===== src/rtl/fifo_ctrl_pkg.sv =====
// Shared helpers for the FIFO family: address sizing and
// non-power-of-two-safe pointer wrap.
package fifo_ctrl_pkg;

    function automatic int CeilLog2(input int n);
        int w;
        w = 0;
        for (int i = 0; i < 31; i++) begin
            if ((1 << i) < n) w = i + 1;
        end
        return w;
    endfunction

    function automatic int unsigned next_ptr(
        input int unsigned ptr,
        input int unsigned depth
    );
        return (ptr == depth - 1) ? 0 : ptr + 1;
    endfunction

endpackage


===== src/rtl/fifo_ctrl_ptr.sv =====
// One wrap-around FIFO pointer; wraps at DEPTH-1 without
// relying on binary rollover.
module fifo_ptr
    import fifo_ctrl_pkg::*;
#(
    parameter int DEPTH = 4,
    parameter int AW    = CeilLog2(DEPTH)
) (
    input  logic          clk,
    input  logic          reset,
    input  logic          inc,
    output logic [AW-1:0] ptr
);

    logic [AW-1:0] r_ptr;

    always_ff @(posedge clk or negedge reset) begin
        if (!reset) begin
            r_ptr <= '0;
        end else if (inc) begin
            r_ptr <= AW'(next_ptr(32'(r_ptr), DEPTH));
        end
    end

    assign ptr = r_ptr;

endmodule


===== src/rtl/fifo_ctrl.sv =====
// Pointer/flag controller for a single-clock FWFT FIFO beside
// a dual-port RAM: write enable, addresses, occupancy, errors.
module fifo_ctrl
    import fifo_ctrl_pkg::*;
#(
    parameter int MEM_DEPTH  = 4,
    parameter int ADDR_WIDTH = CeilLog2(MEM_DEPTH),
    parameter int CNT_WIDTH  = CeilLog2(MEM_DEPTH + 1)
) (
    input  logic                  clk,
    input  logic                  reset,
    input  logic                  push,
    input  logic                  pop,
    output logic                  we,
    output logic [ADDR_WIDTH-1:0] write_addr,
    output logic [ADDR_WIDTH-1:0] read_addr,
    output logic                  full,
    output logic                  empty,
    output logic [CNT_WIDTH-1:0]  count,
    output logic                  overflow,
    output logic                  underflow
);

    localparam logic [CNT_WIDTH-1:0] FULL_CNT = CNT_WIDTH'(MEM_DEPTH);

    logic [CNT_WIDTH-1:0] r_count;
    logic                 r_overflow;
    logic                 r_underflow;
    logic                 w_push_ok;
    logic                 w_pop_ok;

    // Pointers are equal both when full and empty, so flags come from count.
    assign empty = (r_count == '0);
    assign full  = (r_count == FULL_CNT);

    assign w_pop_ok  = pop & ~empty;
    assign w_push_ok = push & (~full | w_pop_ok);
    assign we        = w_push_ok;

    fifo_ptr #(
        .DEPTH (MEM_DEPTH),
        .AW    (ADDR_WIDTH)
    ) u_wr_ptr (
        .clk   (clk),
        .reset (reset),
        .inc   (w_push_ok),
        .ptr   (write_addr)
    );

    fifo_ptr #(
        .DEPTH (MEM_DEPTH),
        .AW    (ADDR_WIDTH)
    ) u_rd_ptr (
        .clk   (clk),
        .reset (reset),
        .inc   (w_pop_ok),
        .ptr   (read_addr)
    );

    always_ff @(posedge clk or negedge reset) begin
        if (!reset) begin
            r_count     <= '0;
            r_overflow  <= 1'b0;
            r_underflow <= 1'b0;
        end else begin
            unique case ({w_push_ok, w_pop_ok})
                2'b10:   r_count <= r_count + 1'b1;
                2'b01:   r_count <= r_count - 1'b1;
                default: r_count <= r_count;
            endcase
            r_overflow  <= push & ~w_push_ok;
            r_underflow <= pop & ~w_pop_ok;
        end
    end

    assign count     = r_count;
    assign overflow  = r_overflow;
    assign underflow = r_underflow;

endmodule


===== config.mk =====
export PLATFORM = sky130hd
export DESIGN_NAME = fifo_ctrl
export DESIGN_NICKNAME = d
export VERILOG_FILES = /design/src/rtl/fifo_ctrl_pkg.sv /design/src/rtl/fifo_ctrl_ptr.sv /design/src/rtl/fifo_ctrl.sv
export SDC_FILE = /design/constraint.sdc
export NUM_CORES = 1
export LEC_CHECK = 0
export BUFFER_PORTS_ARGS = -buffer_cell sky130_fd_sc_hd__clkbuf_2
export CORE_AREA = 2 2 39 41
export CTS_CLUSTER_DIAMETER = 50
export DETAILED_ROUTE_END_ITERATION = 6
export DIE_AREA = 0 0 41 43
export RECOVER_POWER = 50
export SLEW_MARGIN = 10
export SYNTH_ARGS = -nofsm -noshare
export SYNTH_HDL_FRONTEND = slang
export SYNTH_SLANG_ARGS = --single-unit

===== constraint.sdc =====
create_clock -name clk -period 2.7 [get_ports clk]
set_input_delay 0.54 -clock clk [delete_from_list [all_inputs] [get_ports clk]]
set_output_delay 0.54 -clock clk [all_outputs]
set_load 0.01 [all_outputs]

# ---- Yosys cells after proc, flatten, opt, wreduce, memory -nomap -nowiden
# Index checks and enable logic that the tools add are counted.
dict set report classes {
  mul 0
  n_shift 0
  n_addsub 4
  n_reduce_logical 2
  n_eq_ne 5
  muxes 3
  div_mod_pow 0
  order_cmp 0
  bitwise_logic 9
}
# op count
set op_table {}
lappend op_table {{$eq 2x2->1 const B} 3}
lappend op_table {{$pmux 3 s2} 1}
lappend op_table {{$add 2x1->2 const B} 2}
lappend op_table {{$and 1x1->1} 4}
lappend op_table {{$mux 2} 2}
lappend op_table {{$not 1->1} 4}
lappend op_table {{$add 3x1->3 const B} 1}
lappend op_table {{$eq 3x3->1 const B} 1}
lappend op_table {{$logic_not 3->1} 1}
lappend op_table {{$sub 3x1->3 const B} 1}
lappend op_table {{$eq 2x1->1 const B} 1}
lappend op_table {{$reduce_bool 2->1} 1}
lappend op_table {{$or 1x1->1} 1}
dict set report word_totals {
  rom_bits 0
  ff_bits 9
  latch_bits 0
  n_memories 0
  word_cells 28
  out_inout_bits 12
  input_bits 4
  mem_bits_rw 0
}

# ---- Logic depth before layout (Yosys ltp)
# Gate-level depths: netlist of the first run.
dict set report logic_depth {
  ltp_word 7
  ltp_mapped 9
  ltp_nobuf 9
}

# ---- Modules after synthesis
# A second synthesis of the first run with hierarchy kept.
dict set report unflattened {
  hier_cells 55
  area_unflattened_um2 551.8
}
# mod cells_each area_each_um2 instances seq_area_each_um2
set by_module_without_submodules {}
lappend by_module_without_submodules {fifo_ctrl 43 374.1 1 125.1}
lappend by_module_without_submodules {fifo_ptr 6 88.8 2 50.0}

# ---- Worst setup path before layout of the first run
# No wires, ideal clock.
dict set report synth_timing {
  path_type {register to register}
  startpoint {reg r_count[1] (netlist: count[1])}
  endpoint {reg r_count[2] (netlist: count[2])}
  path_buffers 0
  required_time_ns 2.621
  path_stages_with_launch 9
  setup_time_ns 0.079
  setup_slack_ns 0.592
  period_less_slack_ns 2.108
  arrival_time_ns 2.029
  cell_sequence {dfrtp_1 or3b_4 o21ai_4 ha_1 inv_1 fa_1 xor2_1 nor2_1 xor2_1}
}
dict set report synth_between {
  elab_chain_cells 7
  elab_cells_between_ends 13
  classes_between {2 x add/sub; 3 x eq/ne; 1 x mux; 5 x bitwise; 2 x reduce/logical}
}
# item line
set synth_rtl {}
lappend synth_rtl {{start, declared} fifo_ctrl.sv:26} ;# logic [CNT_WIDTH-1:0] r_count;
lappend synth_rtl {{start signal, assigned} fifo_ctrl.sv:67} ;# 2'b10: r_count <= r_count + 1'b1;
lappend synth_rtl {{start signal, assigned} fifo_ctrl.sv:68} ;# 2'b01: r_count <= r_count - 1'b1;
lappend synth_rtl {{start signal, assigned} fifo_ctrl.sv:69} ;# default: r_count <= r_count;
lappend synth_rtl {{$logic_not 3->1} fifo_ctrl.sv:33} ;# assign empty = (r_count == '0);
lappend synth_rtl {{$not 1->1} fifo_ctrl.sv:36} ;# assign w_pop_ok = pop & ~empty;
lappend synth_rtl {{$and 1x1->1} fifo_ctrl.sv:36}
lappend synth_rtl {{$or 1x1->1} fifo_ctrl.sv:37} ;# assign w_push_ok = push & (~full | w_pop_ok);
lappend synth_rtl {{$and 1x1->1} fifo_ctrl.sv:37}
lappend synth_rtl {{$eq 2x1->1 or $eq 2x2->1 (tied branches)} fifo_ctrl.sv:66} ;# unique case ({w_push_ok, w_pop_ok})
lappend synth_rtl {{$pmux 3 s2 or $reduce_bool 2->1 (tied branches)} -}
# Several ways; a longest one is shown, not always the timed one.
# A chain may end at the register's enable or synchronous reset.

# ---- Final worst setup path of the first run
# Same ends and word-level chain as after synthesis.

==> metrics.md, run 1 <==
| Metric | Value |
|---|---|
| Setup-failing EPs final | `0` |
| Crit Path Max Fanout | `5` |
| Final period utilization | `0.8304` |
| DIE AREA | `1763 µm²` |
| NumNets Final | `65` |
| Commonest non-fill, non-tap cell in the layout | `clkbuf_2` |
| CTS sink cnt | `9` |
| Largest cells by area after synthesis | `dfrtp_1, ha_1, mux2_4, inv_1, mux2_2` |
| Fraction of layout cells with a size suffix above 1 | `0.3214` |
| Net count after synthesis | `45` |
| DRT Wirelength | `713 µm` |
| Worst Reg-to-Reg Cells | `8` |
| Hold buffer count at cts | `0` |
| Critical Path RT | `2.88 ns` |
| Dominant cell type by area after synthesis | `dfrtp_1` |
| M3 GR Usage | `0.03141` |
| Distinct cells, synth | `17` |
| Initial Utilization | `0.3300` |
| Met2 usage | `0.1563` |
| Critical Path AT | `2.42 ns` |
| Commonest non-fill, non-tap cells in the layout | `clkbuf_2, dfrtp_1, inv_1, clkbuf_1` |
| Power consumption | `0.6731 mW` |
| Top-area cell type share of the netlist area | `0.4932` |
| Layout Skew | `0.006594 ns` |
| Yosys reg bits | `9` |
| Min setup slack post-route | `0.4579 ns` |
| Setup TNS Final | `0 ns` |
| Reg2Reg Capture Point | `count[2]$_DFFE_PN0P_` |
| Final ANT Viol Nets | `0` |
| DR WL/cell | `9.903 µm` |
| CP peak stage delay | `0.46 ns` |
| Setup WS pre-CTS | `0.4941 ns` |
| Gr busiest metal | `met2` |
| CTS tree | `built` |
| Most frequent CP cell | `xor2_1` |
| Final HPWL DP | `590.9 µm` |
| Gr usage total | `0.1072` |
| Worst reg2reg startpoint | `count[1]$_DFFE_PN0P_` |
| GRT overflow | `0` |
| # DRC | `0` |
| Worst-margin pin slew | `0.4657 ns` |
| Max-capacitance violation count | `0` |
| Worst slew margin | `0.6896` |
| Layout fillers | `159` |
| Max VDD drop | `0.3099 mV` |
| Max frequency | `0.4460 GHz` |
| Setup crit end kind | `register` |
| # Post-CTS Setup Buffers | `0` |
| Hold crit path type | `in2async` |
| Critical path class | `reg2reg` |
| Cell count after synthesis | `37` |
| Vias/cell | `4.306` |
| Core footprint | `1384 µm²` |
| CTS Buf Count | `3` |
| Routing usage on met1 | `0.1151` |
| Port-buffer cells | `15` |
| Largest net degree at the start of global routing | `10` |
| Status | `completed` |
| Chain of cells forming the critical path | `or3b_1, o21ai_4, ha_1, inv_1, fa_1, xor2_1, nor2_1, xor2_1` |
| Routed vias | `310` |
| Antenna Cells | `0` |
| Die width | `41 µm` |
| Slew Limit Fails | `0` |
| Initial DRC count | `0` |
| Number of buffers and inverters on the critical path | `1` |
| RSZ-0062 raised after global routing | `no` |
| CTS Root Cell | `clkbuf_4` |
| Cell row count | `14` |
| Sequential area share after synthesis | `0.4932` |
| Post-CTS Resized | `0` |
| Io pins | `16` |
| Min Tclk post-route | `2.242 ns` |
| Pwr Density | `1182 nW/µm²` |
| Worst skew pair latency | `0.26 ns` |
| Clock slew at reported path FFs | `0.06 ns` |
| Slowest CP cell | `or3b_1` |
| Vias in the first global route | `299` |
| First-pass GRT wire length | `1200 µm` |
| Initial antenna violation count | `0` |
| Layout area overhead | `24.66%` |
| Critical Path Start Type | `register` |
| R2R Setup Slk | `0.46 ns` |
| Synth Area per Inst | `12.34 µm²` |
| Drt first pass iters | `1` |
| H-tree depth | `1` |
| Worst path top cell family by delay | `adder cells` |
| Ys Warns | `0` |
| Final hold violation count | `0` |
| Leakage power | `0.2955 nW` |
| CTS Buffer Depth | `2` |
| Netlist Area Pre-Place | `456.7 µm²` |
| Die Height | `43 µm` |
| GPL Wtd Cong | `0.7095` |
[where the power goes]
part | leakage [nW] | switching [mW] | total [mW] | internal, mW
Clock | 0.0150 | 0.0452 | 0.102 | 0.0568
Combinational | 0.170 | 0.156 | 0.318 | 0.162
Sequential | 0.110 | 0.0558 | 0.253 | 0.198
Total | 0.295 | 0.257 | 0.673 | 0.417
[cell usage after synthesis]
library cell and instances:
fa_1 1, o21ai_0 1, nor2_1 3, xnor2_1 1, and2_1 1, ha_1 3, or3b_4 1, nand2b_1 1
xor2_1 2, nand2_1 1, nor3_1 1, mux2_4 2, mux2_2 2, inv_1 6, nor3b_1 1, o21ai_4 1
dfrtp_1 9
[registers in the layout, indices dropped and copies added (netlist names)]
signal        flops
count             3
u_wr_ptr.ptr      2
overflow          1
underflow         1
u_rd_ptr.ptr      2
[worst max path at each step]
stage | start | end | slack [ns] | depth (start not counted)
final | count[1]$_DFFE_PN0P_ | count[2]$_DFFE_PN0P_ | 0.46 | 8
after global routing | count[1]$_DFFE_PN0P_ | count[2]$_DFFE_PN0P_ | 0.31 | 8
after CTS | count[1]$_DFFE_PN0P_ | count[2]$_DFFE_PN0P_ | 0.46 | 8
after detailed placement | count[1]$_DFFE_PN0P_ | count[2]$_DFFE_PN0P_ | 0.49 | 8
after global placement | count[0]$_DFFE_PN0P_ | count[2]$_DFFE_PN0P_ | 0.53 | 8
after floorplan | count[1]$_DFFE_PN0P_ | count[2]$_DFFE_PN0P_ | 0.59 | 8
[stage by stage]
| step | hold WS [ns] | std cells | cell area (µm²) | utilization |
|---|---|---|---|---|
| 4_1_cts | 0.1155 | 72 | 578.1 | 0.4177 |
| 2_1_floorplan | 0.2444 | 37 | 456.7 | - |
| 3_3_place_gp | 0.4044 | 68 | 551.8 | 0.3987 |
| 3_5_place_dp | 0.4053 | 68 | 551.8 | 0.3987 |
| 6_report | 0.1988 | 72 | 569.3 | 0.4114 |
| 5_1_grt | 0.2389 | 72 | 569.3 | 0.4114 |
[area by class of cell]
type                       count  area, µm²  area share
clock buffer                   4      26.28     0.04615
inverter                       6      22.52     0.03956
multi-input combinational     22      206.4      0.3626
sequential                     9      225.2      0.3956
tap                           16      20.02     0.03516
timing repair buffer          15      68.82      0.1209
[cells by family (layout without fill, tap and decap cells)]
logic type	after synthesis	after routing	synth area share
AND/OR/NAND/NOR	9	9	0.1123
buffers and inverters	6	25	0.04931
XOR/XNOR	3	3	0.05754
multiplexers	4	4	0.1151
AO/OA/AOI/OAI	2	2	0.04657
adder cells (fa/ha/maj)	4	4	0.1260
flip-flops	9	9	0.4932
[layer usage]
metal / routed length, µm / vias to the layer above
met5: 0 / -
met3: 41 / 2
met2: 360 / 11
met4: 21 / 0
met1: 290 / 141
li1: - / 156
No activity file was read; power rests on OpenSTA's default activity.
==> run 2: changes to the inputs <==
Clock period 2.7 ns to 2.1 ns, I/O delays scaled along.
==> run 2 against run 1 <==
Net effect: hold slack lost 0.11 ns; count of clock-buffer cells in the layout unchanged; non-clock buffer count up 7; die area unchanged; sequential share of layout area down 4.1 points; first-iteration DRC count rose by 1; critical path type is now reg2out; critical endpoint is now we; largest cell class unchanged; largest power group unchanged; highest routed layer unchanged.
==> metrics.md, run 2 (synthesized netlist as in run 1, its figures left out) <==
| Metric | Value |
|---|---|
| Final hold violation count | `0 (unchanged)` |
| Max-capacitance violation count | `0 (unchanged)` |
| Setup TNS Final | `0 ns (unchanged)` |
| R2R Setup Slk | `0.15 ns (was 0.46 ns)` |
| Vias/cell | `4.329 (was 4.306)` |
| DRT Wirelength | `765 µm (was 713 µm)` |
| Status | `completed (unchanged)` |
| Crit Path Max Fanout | `3 (was 5)` |
| Pwr Density | `1517 nW/µm² (was 1182 nW/µm²)` |
| GRT overflow | `0 (unchanged)` |
| # DRC | `0 (unchanged)` |
| Initial DRC count | `1 (was 0)` |
| DIE AREA | `1763 µm² (unchanged)` |
| Critical Path Start Type | `register (unchanged)` |
| Io pins | `16 (unchanged)` |
| Clock power share | `0.135 (was 0.152)` |
| Layout area overhead | `39.73% (was 24.66%)` |
| Routed vias | `342 (was 310)` |
| Post-CTS Resized | `0 (unchanged)` |
| Worst skew pair latency | `0.25 ns (was 0.26 ns)` |
| CTS tree | `built (unchanged)` |
| Final HPWL DP | `645.9 µm (was 590.9 µm)` |
| Slew Limit Fails | `0 (unchanged)` |
| Max VDD drop | `0.5838 mV (was 0.3099 mV)` |
| Chain of cells forming the critical path | `or3b_4, o21ai_4, buf_4, inv_1, clkbuf_2 (was or3b_1, o21ai_4, ha_1, inv_1, fa_1, xor2_1, nor2_1, xor2_1)` |
| Port-buffer cells | `15 (unchanged)` |
| Layout Cells excl Fill | `79 (was 72)` |
| H-tree depth | `1 (unchanged)` |
| Initial antenna violation count | `0 (unchanged)` |
| Final ANT Viol Nets | `0 (unchanged)` |
| Min Tclk post-route | `1.954 ns` |
| Critical Path AT | `1.53 ns (was 2.42 ns)` |
| Slowest CP cell | `dfrtp_2 (was or3b_1)` |
| Drt first pass iters | `2 (was 1)` |
| Combinational power share | `0.549 (was 0.472)` |
| Sequential Power Share | `0.316 (was 0.377)` |
| Die width | `41 µm (unchanged)` |
| CTS sink cnt | `9 (unchanged)` |
| Setup-failing EPs final | `0 (unchanged)` |
| Cell row count | `14 (unchanged)` |
| Max frequency | `0.5118 GHz` |
| Critical Path RT | `1.68 ns (was 2.88 ns)` |
| Die Height | `43 µm (unchanged)` |
| DR WL/cell | `9.684 µm (was 9.903 µm)` |
| NumNets Final | `72 (was 65)` |
| RSZ-0062 raised after global routing | `no (unchanged)` |
| Initial Utilization | `0.3300 (unchanged)` |
| Largest net degree at the start of global routing | `10 (unchanged)` |
| Placed cells | `74 (was 68)` |
| Worst-margin pin slew | `0.4713 ns (was 0.4657 ns)` |
| Worst slew margin | `0.6858 (was 0.6896)` |
| CTS Buffer Depth | `2 (unchanged)` |
| Switch Pwr | `0.3548 mW (was 0.2566 mW)` |
| Number of buffers and inverters on the critical path | `3 (was 1)` |
| Hold crit path type | `in2async (unchanged)` |
| Vias in the first global route | `354 (was 299)` |
| Clock slew at reported path FFs | `0.06 ns (about the same)` |
| Critical path class | `reg2out (was reg2reg)` |
| Fraction of layout cells with a size suffix above 1 | `0.4762 (was 0.3214)` |
| Commonest non-fill, non-tap cells in the layout | `clkbuf_2, dfrtp_1, clkbuf_1, buf_4, inv_1 (was clkbuf_2, dfrtp_1, inv_1, clkbuf_1)` |
| Sw frac | `0.3666 (was 0.3812)` |
| CP peak stage delay | `0.40 ns (was 0.46 ns)` |
| First-pass GRT wire length | `1428 µm (was 1200 µm)` |
| Worst path top cell family by delay | `flip-flops (was adder cells)` |
| GPL Wtd Cong | `0.6623 (was 0.7095)` |
| Final period utilization | `0.9304` |
| Setup crit end kind | `output pin (was register)` |
| Antenna Cells | `0 (unchanged)` |
| Int Pwr | `0.6130 mW (was 0.4165 mW)` |
| Commonest non-fill, non-tap cell in the layout | `clkbuf_2 (unchanged)` |
| CTS Root Cell | `clkbuf_4 (unchanged)` |
| CTS Buf Count | `3 (unchanged)` |
| Largest register FFs | `3 (unchanged)` |
| Core footprint | `1384 µm² (unchanged)` |
| Leakage power | `0.3297 nW (was 0.2955 nW)` |
| Gr usage total | `0.1225 (was 0.1072)` |
| Layout Skew | `0.006148 ns (was 0.006594 ns)` |
## run 2: power by group through the flow
stage	registers (mW)	clock network [mW]	logic, mW
6_report	0.306	0.131	0.531
5_1_grt	0.317	0.148	0.609
4_1_cts	0.308	0.136	0.555
2_1_floorplan	0.361	0	0.279
3_5_place_dp	0.311	0	0.553
3_3_place_gp	0.306	0	0.535
## run 2: final cells by class
class,instances,area (µm²)
clock buffer,4,26.28
fill,142,745.7
inverter,6,22.52
multi-input combinational,22,224.0
sequential,9,226.5
tap,16,20.02
timing repair buffer,22,118.9
## run 2: worst register-to-register path, delay by kind of cell, from the launching register on
family / cells / cell delay, ns
simple gates: 2 / 0.51
flops: 1 / 0.40
buf+inv: 1 / 0.03
xor+xnor: 2 / 0.28
fa+ha+maj: 2 / 0.48
compound gates: 1 / 0.17
## run 2: path summary, 6_finish.rpt
check,start,endpoint,cells past startpoint
worst max register to register,count[0]$_DFFE_PN0P_,count[2]$_DFFE_PN0P_,8
min in group clk,pop,overflow$_DFF_PN0_,2
worst min-delay path,reset,underflow$_DFF_PN0_,1
worst max-delay path,count[0]$_DFFE_PN0P_,we,5
worst min register to register,u_wr_ptr.ptr[1]$_DFFE_PN0P_,u_wr_ptr.ptr[1]$_DFFE_PN0P_,1
max in group asynchronous,reset,count[0]$_DFFE_PN0P_,1
## run 2: routing by layer
metal	share of wire	routed length [µm]	global-route usage
met1	0.47	357	0.1617
met2	0.44	340	0.1688
met3	0.081	62	0.03141
met4	0.0065	5	0.08000
met5	0	0	0
## run 2: stage by stage
stage / setup WS (ns) / util / power, mW / instance area, µm² / hold slack, ns
final: 0.1462 / 0.4611 / 0.9678 / 638.1 / 0.08602
after detailed placement: 0.06202 / 0.4430 / 0.8641 / 613.1 / 0.2872
after global placement: 0.07555 / 0.4430 / 0.8412 / 613.1 / 0.2888
after global routing: 0.01541 / 0.4611 / 1.074 / 638.1 / 0.1301
after floorplan: 0.007604 / - / 0.6396 / 473.0 / 0.1244
after CTS: 0.03858 / 0.4620 / 0.9989 / 639.4 / 0.008856
## run 2: timing repair
item / 4_1_cts / 5_1_grt
setup endpoints to repair: 0 / 1
hold buffers: 0 / 0
setup buffers: 0 / 1
==> run 3: changes to the inputs <==
Settings changed: CELL_PAD_IN_SITES_DETAIL_PLACEMENT set to 1, CELL_PAD_IN_SITES_GLOBAL_PLACEMENT set to 1, CORE_AREA 2 2 39 41 to not set, CORE_MARGIN set to 2, CORE_UTILIZATION set to 35, DIE_AREA 0 0 41 43 to not set, PLACE_DENSITY_LB_ADDON set to 0.1.
==> run 3 against run 2 <==
Net effect: via count rose by 2.9%; cell count decreased by 2.5%; largest cell class is now multi-input combinational cells; flip-flop and latch count is the same; combinational power increased by 4.7%; final area grew 2.2%; clock skew is 0.0048 ns lower; first-iteration DRC count is the same; die area decreased by 8.7%; fmax shrank 4.7%; sequential power up 4%; register-to-register slack worse by 0.097 ns; hold slack improved by 0.36 ns.
==> metrics.md, run 3 (synthesized netlist as in run 1, its figures left out) <==
| Metric | Value |
|---|---|
| DIE AREA | `1610 µm² (was 1763 µm²)` |
| Final hold violation count | `0 (unchanged)` |
| Status | `completed (unchanged)` |
| Die Height | `40.12 µm (was 43 µm)` |
| Max-capacitance violation count | `0 (unchanged)` |
| Die width | `40.12 µm (was 41 µm)` |
| Sw frac | `0.3792 (was 0.3666)` |
| Slowest CP cell | `or3b_4 (was dfrtp_2)` |
| Largest net degree at the start of global routing | `10 (unchanged)` |
| # DRC | `0 (unchanged)` |
| Clock power share | `0.137 (was 0.135)` |
| Worst path top cell family by delay | `simple AND/OR/NAND/NOR gates (was flip-flops)` |
| NumNets Final | `71 (was 72)` |
| Layout fillers | `150 (was 142)` |
| H-tree depth | `1 (unchanged)` |
| Initial antenna violation count | `0 (unchanged)` |
| Combinational power share | `0.549 (about the same)` |
| Fraction of layout cells with a size suffix above 1 | `0.5484 (was 0.4762)` |
| GPL Wtd Cong | `0.6870 (was 0.6623)` |
| Drt first pass iters | `2 (unchanged)` |
| Critical path depth | `8 (was 5)` |
| Critical path class | `reg2reg (was reg2out)` |
| Max frequency | `0.4877 GHz (was 0.5118 GHz)` |
| Worst skew pair latency | `0.26 ns (was 0.25 ns)` |
| Io pins | `16 (unchanged)` |
| Layout area overhead | `42.74% (was 39.73%)` |
| Sequential Power Share | `0.314 (was 0.316)` |
| Chain of cells forming the critical path | `or3b_4, o21ai_4, ha_4, inv_2, fa_2, xor2_1, nor2_1, xor2_1 (was or3b_4, o21ai_4, buf_4, inv_1, clkbuf_2)` |
| CTS Buf Count | `3 (unchanged)` |
| Setup-failing EPs final | `0 (unchanged)` |
| Final HPWL DP | `772.1 µm (was 645.9 µm)` |
| Slew Limit Fails | `0 (unchanged)` |
| Largest register FFs | `3 (unchanged)` |
| Int Pwr | `0.6287 mW (was 0.6130 mW)` |
| First-pass GRT wire length | `1545 µm (was 1428 µm)` |
| Area taken by flip-flops and latches | `226.5 µm² (unchanged)` |
| Setup WS pre-CTS | `0.01663 ns (was 0.06202 ns)` |
| GRT overflow | `0 (unchanged)` |
| Critical Path RT | `2.29 ns (was 1.68 ns)` |
| Routed vias | `352 (was 342)` |
| Worst-margin pin slew | `0.5085 ns (was 0.4713 ns)` |
| CTS sink cnt | `9 (unchanged)` |
| Port-buffer cells | `15 (unchanged)` |
| Final period utilization | `0.9764 (was 0.9304)` |
| DRT Wirelength | `996 µm (was 765 µm)` |
| Vias/cell | `4.571 (was 4.329)` |
| Initial DRC count | `1 (unchanged)` |
| Placed cells | `71 (was 74)` |
| CP peak stage delay | `0.43 ns (was 0.40 ns)` |
| Antenna Cells | `0 (unchanged)` |
| Worst Reg-to-Reg Cells | `8 (unchanged)` |
| Final ANT Viol Nets | `0 (unchanged)` |
| Critical Path AT | `2.24 ns (was 1.53 ns)` |
| Min setup slack post-route | `0.04946 ns (was 0.1462 ns)` |
| RSZ-0062 raised after global routing | `yes (was no)` |
| Multi-input gate area | `236.5 µm² (was 224.0 µm²)` |
| Commonest non-fill, non-tap cells in the layout | `clkbuf_2, dfrtp_1, inv_1, buf_4 (was clkbuf_2, dfrtp_1, clkbuf_1, buf_4, inv_1)` |
| DR WL/cell | `12.94 µm (was 9.684 µm)` |
| Hold crit path type | `in2reg (was in2async)` |
| Gr usage total | `0.1612 (was 0.1225)` |
| Vias in the first global route | `337 (was 354)` |
| Leakage power | `0.3404 nW (was 0.3297 nW)` |
| Crit Path Max Fanout | `3 (unchanged)` |
| Critical Path Start Type | `register (unchanged)` |
| Commonest non-fill, non-tap cell in the layout | `clkbuf_2 (unchanged)` |
| CTS Root Cell | `clkbuf_4 (unchanged)` |
| Worst slew margin | `0.6610 (was 0.6858)` |
| Number of buffers and inverters on the critical path | `1 (was 3)` |
| Cell row count | `13 (was 14)` |
| Core footprint | `1252 µm² (was 1384 µm²)` |
| Max VDD drop | `0.6276 mV (was 0.5838 mV)` |
| Clock slew at reported path FFs | `0.06 ns (about the same)` |
| CTS tree | `built (unchanged)` |
| Layout Cells excl Fill | `77 (was 79)` |
| Pwr Density | `1554 nW/µm² (was 1517 nW/µm²)` |
| Min Tclk post-route | `2.051 ns (was 1.954 ns)` |
| Most frequent CP cell | `xor2_1` |
| Hold path depth | `2` |
| Initial Utilization | `0.3646 (was 0.3300)` |
| CTS Buffer Depth | `2 (unchanged)` |
| Setup crit end kind | `register (was output pin)` |
| Final core occ | `0.5205 (was 0.4611)` |
| Switch Pwr | `0.3841 mW (was 0.3548 mW)` |
| Layout Skew | `0.001320 ns (was 0.006148 ns)` |
run 3: cell count changes in the layout (fill, tap and decap cells not counted), sizes merged:
cell         delta
dlygate4sd3     +1
clkbuf          -1
buf             -1
run 3: cell type report:
class | count | share of cell area
multi-input combinational | 22 | 0.3628
sequential | 9 | 0.3474
timing repair buffer | 21 | 0.1862
inverter | 6 | 0.03455
tap | 15 | 0.02879
clock buffer | 4 | 0.04031
run 3: timing repair:
| action | in CTS | in global routing |
|---|---|---|
| hold endpoints to repair | 0 | 4 |
| resized for setup | 1 | 1 |
| setup endpoints to repair | 2 | 1 |
| pin swaps | 2 | 0 |
| setup buffers | 0 | 1 |
| hold buffers | 0 | 1 |
run 3: final timing paths:
path	end	from	slack (ns)
setup / recovery	count[2]$_DFFE_PN0P_	count[0]$_DFFE_PN0P_	0.05
hold / removal	overflow$_DFF_PN0_	pop	0.44
setup reg to reg	count[2]$_DFFE_PN0P_	count[0]$_DFFE_PN0P_	0.05
hold reg to reg	u_wr_ptr.ptr[1]$_DFFE_PN0P_	u_wr_ptr.ptr[1]$_DFFE_PN0P_	0.55
max in group asynchronous	count[0]$_DFFE_PN0P_	reset	1.10
min in group asynchronous	u_rd_ptr.ptr[1]$_DFFE_PN0P_	reset	0.63
run 3: layer usage:
metal | vias to the layer above | wire length, µm | GRT usage
met5 | - | 0 | 0
li1 | 172 | - | -
met1 | 165 | 414 | 0.1597
met2 | 13 | 495 | 0.2702
met4 | 0 | 17 | 0.1034
met3 | 2 | 69 | 0.07222
run 3: power by group through the flow:
stage / clock (mW) / sequential, mW / combinational (mW)
after floorplan: 0 / 0.361 / 0.279
after global placement: 0 / 0.308 / 0.510
after detailed placement: 0 / 0.321 / 0.533
after CTS: 0.143 / 0.322 / 0.539
after global routing: 0.154 / 0.334 / 0.621
final: 0.139 / 0.318 / 0.556
run 3: per-stage QoR:
step           setup TNS (ns)  hold slack (ns)  total power [mW]  cell area (µm²)
2_1_floorplan               0           0.1244            0.6396            473.0
3_3_place_gp                0           0.2816            0.8178            596.8
3_5_place_dp                0           0.2934            0.8542            596.8
4_1_cts                     0         0.001988             1.004            628.1
5_1_grt              -0.02588           0.4483             1.109            651.9
6_report                    0           0.4421             1.013            651.9
